$ cat src/rtl/nbits_pkg.sv
// nbits_pkg: shared state encoding and default width for the N-bit datapath blocks
package nbits_pkg;
  typedef enum logic {FILL = 1'b0, HOLD = 1'b1} state_t;
  localparam int NBITS_DEFAULT = 4;
endpackage

$ cat src/rtl/mod_n_counter.sv
// mod_n_counter: bit counter with clear, increment and terminal (count == N-1) flag
module mod_n_counter #(
  parameter int N  = 4,
  parameter int CW = $clog2(N + 1)
) (
  input  logic          clk,
  input  logic          rst,
  input  logic          inc,
  input  logic          clr,
  output logic [CW-1:0] count,
  output logic          term
);
  logic [CW-1:0] count_q, count_d;
  // Reset and clear dominate increment
  always_comb count_d = clr ? '0 : inc ? count_q + CW'(1) : count_q;
  // Count register
  always_ff @(posedge clk) count_q <= rst ? '0 : count_d;
  assign count = count_q;
  assign term  = count_q == CW'(N - 1);
endmodule

$ cat src/rtl/serial_to_parallel_nbits.sv
// serial_to_parallel_nbits: collects N serial bits MSB-first and hands the word off via valid/ready
module serial_to_parallel_nbits
  import nbits_pkg::*;
#(
  parameter int N  = NBITS_DEFAULT,
  parameter int CW = $clog2(N + 1)
) (
  input  logic          clk,
  input  logic          rst,
  input  logic          clear,
  input  logic          in_valid,
  input  logic          in_bit,
  output logic          in_ready,
  output logic          out_valid,
  input  logic          out_ready,
  output logic [N-1:0]  out_word,
  output logic [CW-1:0] bit_count
);
  state_t       state_q, state_d;
  logic [N-1:0] word_q, word_d;
  logic         accept, hs, term;
  assign accept = in_valid && state_q == FILL;
  assign hs     = out_ready && state_q == HOLD;
  mod_n_counter #(.N(N), .CW(CW)) u_cnt (
    .clk  (clk),
    .rst  (rst),
    .inc  (accept),
    .clr  (clear || hs),
    .count(bit_count),
    .term (term)
  );
  // Next state and shifted word; clear or handshake zero the word so FILL shows a zero-padded partial
  always_comb begin
    state_d = (clear || hs) ? FILL : (accept && term) ? HOLD : state_q;
    word_d  = (clear || hs) ? '0 : accept ? {word_q[N-2:0], in_bit} : word_q;
  end
  // State and shift registers
  always_ff @(posedge clk) begin
    state_q <= rst ? FILL : state_d;
    word_q  <= rst ? '0 : word_d;
  end
  assign in_ready  = state_q == FILL;
  assign out_valid = state_q == HOLD;
  assign out_word  = word_q;
endmodule

$ cat config.mk
export PLATFORM = sky130hd
export DESIGN_NAME = serial_to_parallel_nbits
export DESIGN_NICKNAME = d
export VERILOG_FILES = /design/src/rtl/nbits_pkg.sv /design/src/rtl/mod_n_counter.sv /design/src/rtl/serial_to_parallel_nbits.sv
export SDC_FILE = /design/constraint.sdc
export NUM_CORES = 1
export LEC_CHECK = 0
export ABC_AREA = 1
export CORE_AREA = 2 2 39 41
export CTS_CLUSTER_DIAMETER = 200
export DETAILED_ROUTE_END_ITERATION = 6
export DIE_AREA = 0 0 41 43
export PLACE_DENSITY = 0.63
export SLEW_MARGIN = 20
export SYNTH_ARGS = -nofsm -noshare
export SYNTH_HDL_FRONTEND = slang
export SYNTH_SLANG_ARGS = --single-unit
$ cat constraint.sdc
create_clock -name clk -period 1.25 [get_ports clk]
set_input_delay 0.25 -clock clk [delete_from_list [all_inputs] [get_ports clk]]
set_output_delay 0.25 -clock clk [all_outputs]
set_load 0.1 [all_outputs]
==> Implementation_results.wiki <==
{| class="wikitable"
! Metric !! Value
|-
| Global placement routability congestion || 0.766
|-
| Worst Path Arrival || 0.94 ns
|-
| Latest clock arrival within the worst-skew pair || 0.26 ns
|-
| Initial Utilization || 26.2%
|-
| Warning count from the yosys run || 0
|-
| Worst setup SP type || flip-flop
|-
| Global-route wire length before repair || 1370 um
|-
| WS Path Type || flip-flop to output pin
|-
| DRC viols || 0
|-
| Worst hold slack || 0.492 ns
|-
| Leading cell types in the layout, fill and taps excluded || buf_12 (9), nand2_1 (8), nand3_1 (8), a21oi_2 (5), clkdlybuf4s50_1 (5)
|-
| Net count after synthesis || 51
|-
| Total number of clock tree sinks || 8
|-
| Average wire length per cell after detail routing || 10.1 um
|-
| Count of endpoints failing setup in the final report || 0
|-
| Most common cell after layout, fill and taps aside || buf_12
|-
| Slew at the pin with the worst max-slew slack || 0.199 ns
|-
| Root Driver || clkbuf_4
|-
| Worst-case setup slack after placement || 0.0386 ns
|-
| Detailed placement HPWL || 596 um
|-
| Vias in the first global route || 338
|-
| Run status || complete, no violations
|-
| Cells resized by post-CTS repair || 0
|-
| Final Hold Fails || 0
|-
| IO buf count || 14
|-
| Filler-free cell count of the finished design || 78
|-
| CTS Hold Buffers Added || 0
|-
| Crit-path max FO || 10
|-
| Setup skew after layout || 0.0129 ns
|-
| H-tree levels || 1
|-
| Switching power as a share of total power || 27.4%
|-
| Power share of the sequential group || 45.0%
|-
| Cell chain of the critical path || inv_4 > buf_12
|-
| Post-route minimum period || 1.19 ns
|-
| Distinct cell type count of the synthesized netlist || 12
|-
| Netlist area before placement || 363 um^2
|-
| Slew HR || 86.7%
|-
| Post-Syn Area per Cell || 8.44 um^2
|-
| Count of standard-cell rows || 14
|-
| 1st-iter DRT viols || 6
|-
| Delay of the slowest cell on the worst path || 0.37 ns
|-
| RSZ-0062 raised after global routing || false
|-
| Fraction of final layout cells with drive strength greater than 1 || 48.4%
|-
| Tot GR Track Use || 11.9%
|-
| Overall die area || 1760 um^2
|-
| Final count of pins violating max slew || 0
|-
| Leftover overflow at the end of global routing || 0
|-
| Worst path required time || 1.00 ns
|-
| Clock group share of total power || 37.3%
|-
| Reg area || 180 um^2
|-
| Total clock buffers created by CTS || 3
|-
| Footprint of the multi-input gates || 181 um^2
|-
| Power density normalized to cell area || 868 nW/um^2
|-
| Total Negative Setup Slacks || 0 ns
|-
| Nets || 71
|-
| DRT antenna net count || 0
|-
| Antenna fix cells || 0
|-
| Critical path endpoint category || output pin
|-
| Total net switching power || 0.000158 W
|-
| Initial antenna violation count || 0
|-
| Max-cap violations || 0
|-
| Floorplan Core Area || 1380 um^2
|-
| Clock tree from TritonCTS || yes
|-
| Sequential area share after synthesis || 44.1%
|-
| DRT Pass-1 Iters || 4
|-
| Clock buffer depth || 2
|-
| Post-placement cell area || 641 um^2
|-
| Crit share post-route || 95.3%
|-
| Width of the chip || 41 um
|-
| Height of the die || 43 um
|-
| Total placed cells including tap cells || 74
|-
| Maximum achievable frequency || 0.840 GHz
|-
| Slowest-stage cell, CP || dfxtp_4
|-
| Via count || 344
|-
| Maximum number of pins on one net before global-route repair || 11
|-
| Final WS setup || 0.0593 ns
|-
| Post-synthesis register bit count || 8
|-
| Vias per Instance || 4.41
|-
| Area Overhead vs Synth || 83.8%
|-
| Clk pin slew, worst setup/hold paths || 0.06 ns
|-
| Path class of the lowest-slack min-delay path || flip-flop to flip-flop
|-
| Post-CTS Setup Repair Bufs || 0
|-
| Worst vdd ir || 0.411 mV
|-
| Design Area, Final || 667 um^2
|-
| Share of total power in combinational logic || 17.8%
|-
| Static Leakage || 0.252 nW
|-
| Fill cells || 126
|-
| Number of standard cells after synthesis || 43
|-
| Total wire length || 786 um
|-
| Io pins || 15
|-
| Cell internal power dissipation || 0.000421 W
|}
==> worst max-delay path: cells and delay by family, from the launching register on <==
family                 cells  cell delay [ns]
buffers and inverters      2             0.31
DFF                        1             0.37
==> power by group through the flow <==
stage | clock [W] | sequential, W | combinational (W)
6_report | 0.000216 | 0.000260 | 0.000103
5_1_grt | 0.000237 | 0.000261 | 0.000109
4_1_cts | 0.000232 | 0.000260 | 0.000103
3_5_place_dp | 0 | 0.000266 | 0.000103
3_3_place_gp | 0 | 0.000266 | 0.000102
2_1_floorplan | 0 | 0.000296 | 0.0000283
==> cell usage after synthesis (all sizes together) <==
master / number / area share [%]
ha: 2 / 6.9
inv: 3 / 3.8
nand2: 10 / 13
buf: 1 / 2.1
nor2: 4 / 4.1
a21oi: 7 / 15
nand3: 8 / 11
dfxtp: 8 / 44
==> cell type report <==
class                           count  share of cell area (%)
Clock buffer                        4                    3.94
Timing Repair Buffer               16                    36.8
Tap cell                           16                    3.00
Multi-Input combinational cell     31                    27.2
Inverter                            3                    2.06
Sequential cell                     8                    27.0
==> routing by layer <==
layer	vias up	routed length, um	track usage [%]
met5	-	0	0
met4	0	19	12.0
met3	2	31	2.09
met2	9	363	15.0
met1	154	371	15.6
li1	179	-	-
==> stage by stage <==
stage                     util, %  power (W)
after floorplan                 -   0.000324
after global placement       46.3   0.000368
after CTS                    48.2   0.000595
after detailed placement     46.3   0.000369
after global routing         48.2   0.000606
final                        48.2   0.000579
==> registers in the layout (all words and copies together) (netlist names) <==
signal,cells
out_word,4
out_valid,1
u_cnt.count,3
==> cell families (layout without fill, tap and decap cells) <==
| group | Yosys count | in the layout | synth area share (%) |
|---|---|---|---|
| AOI/OAI and AO/OA | 7 | 7 | 14.8 |
| buffers and inverters | 4 | 23 | 5.86 |
| and+or+nand+nor | 22 | 22 | 28.3 |
| adders and majority gates | 2 | 2 | 6.90 |
| DFF | 8 | 8 | 44.1 |
==> final timing paths <==
check	from	endpoint	slack (ns)	cells after the start
setup / recovery	out_valid	in_ready	0.06	2
hold / removal	out_word[3]	out_word[3]	0.49	2
setup reg to reg	u_cnt.count[0]	u_cnt.count[2]	0.13	5
hold reg to reg	out_word[3]	out_word[3]	0.49	2
(Power assumes the default switching activity.)
